`src/rtl/sipo_jk_deser.sv`:
```
// sipo_jk_deser
//   Serial-in parallel-out deserializer. Collects an MSB-first bit stream
//   into WIDTH-bit words, parks each finished word in a holding register and
//   offers it downstream with a valid/ready handshake. A word that finishes
//   while the holding register is still occupied and not being taken is
//   dropped, and the sticky overrun flag is raised.
//
//   Ports
//     clk       rising-edge clock
//     res       asynchronous reset, active-low
//     si        serial data in, MSB first
//     si_en     sample si on this edge
//     flush     drop the partial word, bit count to 0 (wins over si_en)
//     dout      holding register contents
//     dout_vld  holding register holds an unconsumed word
//     dout_rdy  downstream accepts dout when dout_vld & dout_rdy
//     bit_cnt   bits collected in the current partial word
//     ovr       sticky overrun flag
//     ovr_clr   synchronous clear of ovr (a same-edge set wins)

module sipo_jk_ff (
    input  logic clk,
    input  logic res,
    input  logic j,
    input  logic k,
    output logic q
);
    always_ff @(posedge clk or negedge res) begin
        if (!res) q <= 1'b0;
        else      q <= (j & ~q) | (~k & q);
    end
endmodule

module sipo_jk_deser #(
    parameter int WIDTH = 4,
    parameter int CNT_W = $clog2(WIDTH + 1)
) (
    input  logic             clk,
    input  logic             res,
    input  logic             si,
    input  logic             si_en,
    input  logic             flush,
    output logic [WIDTH-1:0] dout,
    output logic             dout_vld,
    input  logic             dout_rdy,
    output logic [CNT_W-1:0] bit_cnt,
    output logic             ovr,
    input  logic             ovr_clr
);
    logic [WIDTH-1:0] sreg;
    logic [WIDTH-1:0] sreg_d;
    logic [WIDTH-1:0] cand;
    logic             shift;
    logic             complete;
    logic             hold_free;
    logic             load;

    assign shift     = si_en & ~flush;
    assign complete  = shift & (bit_cnt == CNT_W'(WIDTH - 1));
    assign cand      = {sreg[WIDTH-2:0], si};
    assign sreg_d    = cand;
    // The holding register can take a new word if empty or emptying this edge.
    assign hold_free = ~dout_vld | dout_rdy;
    assign load      = complete & hold_free;

    // State bits are JK flops with J=D, K=~D; gating both with the enable
    // turns into J=K=0, i.e. hold.
    for (genvar i = 0; i < WIDTH; i++) begin : g_bits
        sipo_jk_ff u_sreg (
            .clk (clk),
            .res (res),
            .j   (shift & sreg_d[i]),
            .k   (shift & ~sreg_d[i]),
            .q   (sreg[i])
        );
        sipo_jk_ff u_dout (
            .clk (clk),
            .res (res),
            .j   (load & cand[i]),
            .k   (load & ~cand[i]),
            .q   (dout[i])
        );
    end

    always_ff @(posedge clk or negedge res) begin
        if (!res) begin
            bit_cnt  <= '0;
            dout_vld <= 1'b0;
            ovr      <= 1'b0;
        end else begin
            if (flush || complete) bit_cnt <= '0;
            else if (si_en)        bit_cnt <= bit_cnt + CNT_W'(1);

            if (load)                      dout_vld <= 1'b1;
            else if (dout_vld && dout_rdy) dout_vld <= 1'b0;

            if (complete && !hold_free) ovr <= 1'b1;
            else if (ovr_clr)           ovr <= 1'b0;
        end
    end
endmodule
```
`config.mk`:
```
export PLATFORM = sky130hd
export DESIGN_NAME = sipo_jk_deser
export DESIGN_NICKNAME = d
export VERILOG_FILES = /design/src/rtl/sipo_jk_deser.sv
export SDC_FILE = /design/constraint.sdc
export NUM_CORES = 1
export LEC_CHECK = 0
export ABC_AREA = 1
export ABC_CLOCK_PERIOD_IN_PS = 1600
export CAP_MARGIN = 20
export CORE_AREA = 5 5 56 58
export DETAILED_ROUTE_END_ITERATION = 16
export DIE_AREA = 0 0 61 63
export PLACE_DENSITY_LB_ADDON = 0.12
export SLEW_MARGIN = 20
export SYNTH_ARGS = -nofsm -noshare
export SYNTH_HDL_FRONTEND = slang
export SYNTH_HIERARCHICAL = 1
export SYNTH_SLANG_ARGS = --single-unit
```
`constraint.sdc`:
```
create_clock -name clk -period 1.6 [get_ports clk]
set_clock_uncertainty 0.15 [all_clocks]
set_input_delay 0.32 -clock clk [delete_from_list [all_inputs] [get_ports clk]]
set_output_delay 0.32 -clock clk [all_outputs]
set_load 0.005 [all_outputs]
```
==> results of run 1 <==
==> logic make-up (layout without fill, tap and decap cells) <==
family / count (synthesis) / after routing / synth area share
fa+ha+maj: 2 / 2 / 0.0387
flops: 12 / 12 / 0.464
compound gates: 1 / 1 / 0.00773
buf+inv: 25 / 54 / 0.145
simple gates: 51 / 51 / 0.344
==> final cells by class <==
class | instances | area [um^2] | area share
well taps | 31 | 38.8 | 0.0411
inverters | 25 | 93.8 | 0.0995
clock buffers | 3 | 22.5 | 0.0239
repair buffers | 26 | 233 | 0.247
flip-flops and latches | 12 | 300 | 0.318
multi-input cells | 54 | 255 | 0.271
==> metrics by stage <==
stage | cell area (um^2) | worst slack [ps] | setup TNS [ps] | util
2_1_floorplan | 647 | 267 | 0 | -
3_3_place_gp | 873 | -21.0 | -75.1 | 0.334
4_1_cts | 933 | 3.29 | 0 | 0.357
5_1_grt | 943 | 25.4 | 0 | 0.361
6_report | 943 | 143 | 0 | 0.361
3_5_place_dp | 873 | -42.5 | -226 | 0.334
==> worst max-delay path, stage by stage (launching register included) <==
cell and delay (ps):
dfrtp_1 390, buf_4 140, ha_1 190, ha_2 200, nand3_4 120, nor2_1 60
nand2_1 60, nand2_1 50
==> flip-flops by register name, indices dropped and copies added, names as in the netlist <==
register and count:
ovr 1, bit_cnt 3, dout_vld 1, g_bits.u_sreg/q 3, g_bits.u_dout/q 4
==> cells in the final DEF (no fill, tap or decap) <==
master,instances
dlygate4sd2_1,6
nand3_1,2
dlymetal6s2s_1,3
clkdlybuf4s50_1,6
nand3b_1,2
buf_4,11
nand2_1,30
o21ai_0,1
nor2_4,1
ha_1,1
nand3_4,1
dfrtp_1,12
inv_1,25
clkbuf_4,3
nor2_1,15
ha_2,1
==> worst min path at each step <==
stage / from / endpoint
2_1_floorplan: res / bit_cnt[0]
3_3_place_gp: ovr / ovr
3_5_place_dp: ovr / ovr
4_1_cts: res / g_bits[3].u_dout/q
5_1_grt: res / ovr
6_report: res / g_bits[3].u_dout/q
==> report_power, final <==
group          total, mW  internal, mW  switching [mW]  leakage, nW
clock network      0.180        0.0868          0.0928       0.0138
logic              0.203         0.110          0.0928        0.396
registers          0.395         0.353          0.0414        0.161
total              0.777         0.550           0.227        0.571
==> metal layers <==
layer / part of all wire / wire length [um]
met1: 0.46 / 600
met2: 0.49 / 629
met3: 0.039 / 51
met4: 0.010 / 13
met5: 0 / 0
==> repair_timing <==
action	CTS	global route
gates resized for setup	6	4
buffers inserted	6	0
setup endpoints to repair	9	6
==> results.py, run 1 <==
metrics = {
    "layout": {
        "area_growth_pct": 45.8,
        "nFillCells": 299,
        "drive_gt1_frac": 0.142,
        "antenna_cells": 0,
        "fin_cells": 151,
        "nets": 131,
    },
    "logic_synthesis": {
        "synth-edff-count": 0,
        "ys_types": 10,
        "ys.flop_type": "dfrtp_1",
        "synth_top_area_share": 0.464,
        "synthArstFlopShare": 1.00,
        "yosys-top-cells-count": "nand2_1, inv_1, nor2_1",
        "synth_area_leaders": "dfrtp_1, nand2_1, inv_1",
        "avgSynthCellArea_um2": 7.11,
        "ys_seq_elements": 12,
        "syn-cell-area_um2": 647,
        "yosysMostFrequentCell": "nand2_1",
        "ys_warn_count": 6,
        "synth_fp_nets": 100,
        "synthCells": 91,
        "yosysTopAreaCell": "dfrtp_1",
        "ys_seq_area_frac": 0.464,
    },
    "pwr": {
        "peakVddDrop_v": 0.000362,
        "cellLeakagePower_nw": 0.571,
        "p_per_area_nw_per_um2": 824,
        "power_mw": 0.777,
    },
    "place": {
        "portBuffers": 15,
        "hpwl_mm": 1.00,
        "dp_cells": 142,
        "gp_congestion": 0.739,
    },
    "grt": {
        "use_met3": 0.0248,
        "grt_pass1_vias": 598,
        "gr-total-overflow": 0,
        "grt_max_degree": 13,
        "grt_use_met1": 0.113,
        "grt_antenna_before_repair": 0,
        "grt_use_total": 0.0863,
        "grt_pass1_wl_mm": 2.46,
        "busiest_layer": "met2",
        "grtUsageMet2": 0.123,
    },
    "critical_path": {
        "critPathLaunchType": "flop",
        "crit_path_max_fanout": 8,
        "worstSetupEndpoint": "g_bits[0].u_dout/q",
        "arrival_ps": 1470,
        "crit_type": "flop to flop",
        "required_ps": 1610,
        "cp-startpoint": "bit_cnt[0]",
        "reg2reg_to": "g_bits[0].u_dout/q",
        "cp-end-kind": "flop",
        "reg2reg_slack_ps": 140,
        "reg2reg_from": "bit_cnt[0]",
        "rr_worst_depth": 7,
    },
    "job": {
        "cap_violations": 0,
    },
    "timing": {
        "fin_crit_sh": 0.911,
        "finalCriticalPeriod_ps": 1460,
        "max_freq_mhz": 686,
        "worst_slew_pin_slew_ps": 200,
        "final_hold_viol_count": 0,
        "final_max_slew_viol_count": 0,
        "setup_viol_count_final": 0,
        "whs_ps": 207,
        "max-slew-margin-rel": 0.866,
        "rsz0062_at_grt": "false",
    },
    "cts": {
        "numCtsBuffers": 3,
        "cts.sinks": 12,
        "holdBufCountCts": 0,
        "cts.clk_slew.worst_paths_ps": 70,
        "cts_root_buf": "clkbuf_4",
        "cts_tree": "yes",
        "h-tree-depth": 1,
        "clock_latency_ps": 260,
        "clockBufferDepth": 2,
    },
    "floorplan": {
        "rows": 19,
        "die_w_um": 61,
        "die_y_um": 63,
        "die-area_um2": 3840,
        "io-pin-count": 16,
        "start_util": 0.247,
        "core_area_um2": 2620,
    },
    "drt": {
        "drt-initial-drc-count": 19,
        "routed_wl_mm": 1.29,
        "num_vias": 592,
        "drc": 0,
        "viasPerCell": 3.92,
        "drt-pass1-iter-count": 3,
        "drt.antenna.violating_nets": 0,
        "wl_per_cell_um": 8.57,
    },
    "min_path": {
        "min_path_type": "input pin to async pin",
    },
    "status": {
        "outcome": "finished clean",
    },
}
Power figures use the tool's default switching activity.
==> inputs of run 2 (changes only) <==
ABC_AREA = default   (was 1)
CTS_CLUSTER_DIAMETER = 200   (was default)
==> results.py, run 2 <==
metrics = {
    "place": {
        "dp_cells": 112,
        "place_area_um2": 848,
        "hpwl_um": 948,
        "portBuffers": 15,
        "gp_congestion": 0.681,
    },
    "critical_path": {
        "rr_worst_depth": 5,
        "required_ps": 1650,
        "cp-end-kind": "flop",
        "arrival_ps": 1650,
        "reg2reg_to": "bit_cnt[2]",
        "reg2reg_from": "bit_cnt[0]",
        "critPathLaunchType": "flop",
        "crit_type": "flop to flop",
        "crit_path_max_fanout": 2,
        "reg2reg_slack_ps": -2,
    },
    "cts": {
        "h-tree-depth": 1,
        "clockBufferDepth": 2,
        "cts_tree": "yes",
        "clock_latency_ps": 270,
        "cts.clk_slew.worst_paths_ps": 80,
        "cts.sinks": 12,
        "cts_root_buf": "clkbuf_4",
        "numCtsBuffers": 3,
    },
    "floorplan": {
        "rows": 19,
        "die_y_um": 63,
        "die-area_um2": 3840,
        "start_util": 0.239,
        "die_w_um": 61,
        "core_area_um2": 2620,
        "io-pin-count": 16,
    },
    "logic_synthesis": {
        "synth_top_family_by_area": "simple AND/OR/NAND/NOR gates",
        "synth-edff-count": 0,
        "synth-compound-area-share": 0.0340,
        "synthSimpleGateAreaFrac": 0.262,
        "ys.flop_type": "dfrtp_1",
        "ys_warn_count": 6,
        "synth_fp_nets": 71,
        "synthCells": 62,
        "synthArstFlopShare": 1.00,
        "yosys-top-cells-count": "dfrtp_1, inv_1, mux2i_1",
        "synthMuxAreaShare": 0.112,
        "avgSynthCellArea_um2": 10.1,
        "synth-xor-area-share": 0,
        "syn-cell-area_um2": 626,
        "synthAdderAreaFrac": 0.0400,
        "ys_types": 18,
        "yosysMostFrequentCell": "dfrtp_1",
        "ys_seq_elements": 12,
        "synth_area_leaders": "dfrtp_1, mux2i_1, inv_1",
        "synth_top_area_share": 0.480,
        "yosysTopAreaCell": "dfrtp_1",
        "ys_seq_area_frac": 0.480,
    },
    "timing": {
        "setup_slack_ps": -2.25,
        "final_max_slew_viol_count": 0,
        "max-slew-margin-rel": 0.730,
        "worst_slew_pin_slew_ps": 404,
        "setup_viol_count_final": 1,
        "max_freq_mhz": 624,
        "finalCriticalPeriod_ps": 1600,
        "whs_ps": 194,
        "fin_crit_sh": 1.00,
        "setup_tns_ps": -2.25,
        "final_hold_viol_count": 0,
        "rsz0062_at_grt": "true",
    },
    "pwr": {
        "power.internal_mw": 0.566,
        "switching_share": 0.261,
        "seqPwrFrac": 0.499,
        "cellLeakagePower_nw": 0.545,
        "pwr-share-clk": 0.248,
        "p_per_area_nw_per_um2": 750,
        "peakVddDrop_v": 0.000523,
        "switchingPower_mw": 0.200,
        "pwr-share-comb": 0.253,
    },
    "status": {
        "violations": "negative setup slack",
        "outcome": "finished, violations left",
    },
    "grt": {
        "grt_use_total": 0.0762,
        "grt_antenna_before_repair": 0,
        "gr-total-overflow": 0,
        "grt_max_degree": 13,
        "grt_pass1_vias": 484,
        "grt_pass1_wl_mm": 2.14,
    },
    "drt": {
        "wl_per_cell_um": 11.5,
        "drt.antenna.violating_nets": 0,
        "drt-pass1-iter-count": 4,
        "drt-initial-drc-count": 18,
        "drc": 0,
        "num_vias": 543,
        "routed_wl_mm": 1.43,
        "viasPerCell": 4.38,
    },
    "layout": {
        "top_register": "g_bits.u_dout/q",
        "largest_reg_flops": 4,
        "postLayoutCellArea_um2": 1020,
        "area_growth_pct": 63.2,
        "final_cell_mix": "dfrtp_1, buf_4, inv_1, mux2i_1, clkdlybuf4s50_1",
        "drive_gt1_frac": 0.301,
        "nets": 104,
        "fin_cells": 124,
        "antenna_cells": 0,
        "top_regs": "g_bits.u_dout/q x4, bit_cnt x3, g_bits.u_sreg/q x3",
    },
    "job": {
        "cap_violations": 0,
    },
    "min_path": {
        "min_path_type": "input pin to async pin",
    },
}
run 2: changes by cell type after synthesis, moves of 3 or more:
| cell | delta |
|---|---|
| nor3b_1 | +4 |
| nand2_1 | -29 |
| mux2i_1 | +7 |
| nand2b_1 | +5 |
| nor3_1 | +4 |
| nor2_1 | -12 |
| a21oi_1 | +3 |
| inv_1 | -16 |
| and2_1 | +3 |
run 2: power by group through the flow:
stage	combinational (mW)	sequential (mW)	clock, mW
CTS	0.177	0.382	0.201
floorplan	0.0657	0.388	0
global route	0.212	0.390	0.225
detailed placement	0.150	0.393	0
global placement	0.150	0.391	0
finish	0.194	0.382	0.190
run 2: worst max-delay path by stage:
stage	start	endpoint	slack, ps
2_1_floorplan	bit_cnt[0]	bit_cnt[2]	60
3_3_place_gp	si_en	g_bits[2].u_dout/q	-160
3_5_place_dp	si_en	g_bits[0].u_dout/q	-200
4_1_cts	bit_cnt[0]	bit_cnt[2]	-60
5_1_grt	bit_cnt[0]	g_bits[1].u_dout/q	-40
6_report	bit_cnt[0]	bit_cnt[2]	-2
run 2: metal layers:
| metal | vias to the layer above | GRT usage | part of all wire |
|---|---|---|---|
| li1 | 271 | - | - |
| met1 | 259 | 0.0961 | 0.47 |
| met2 | 11 | 0.106 | 0.45 |
| met3 | 2 | 0.0475 | 0.067 |
| met4 | 0 | 0.0244 | 0.0077 |
| met5 | - | 0 | 0 |
run 2: layout make-up:
cell class                 instances  area, um^2
clock buffer                       3        22.5
sequential                        12         300
inverter                           9        33.8
tap                               31        38.8
fill                             276        1590
multi-input combinational         40         354
timing repair buffer              29         272
run 2: logic make-up (layout without fill, tap and decap cells):
logic type / after synthesis / count (layout)
buffers and inverters: 11 / 41
AND/OR/NAND/NOR: 26 / 27
flip-flops: 12 / 12
multiplexers: 7 / 7
adder cells (fa/ha/maj): 2 / 2
AO/OA/AOI/OAI: 4 / 4
run 2: worst max-delay path, cell delays in order (launching register included):
cell and delay [ps]:
dfrtp_1 410, buf_6 130, ha_4 150, ha_4 220, or3b_1 350, a21oi_1 120
run 2: stage by stage:
step	utilization	power (mW)	worst slack (ps)
after floorplan	-	0.454	64.1
final	0.390	0.766	-2.25
after global routing	0.390	0.827	-37.8
after global placement	0.324	0.541	-164
after detailed placement	0.324	0.542	-200
after CTS	0.352	0.760	-62.4
run 2: what timing repair did:
item                                    4_1_cts  5_1_grt
hold buffers                                  0        0
setup buffers                                 7        1
resized for setup                             5       19
pin swaps                                     1        5
endpoints found under the setup margin        8       13
cloned                                        0        1
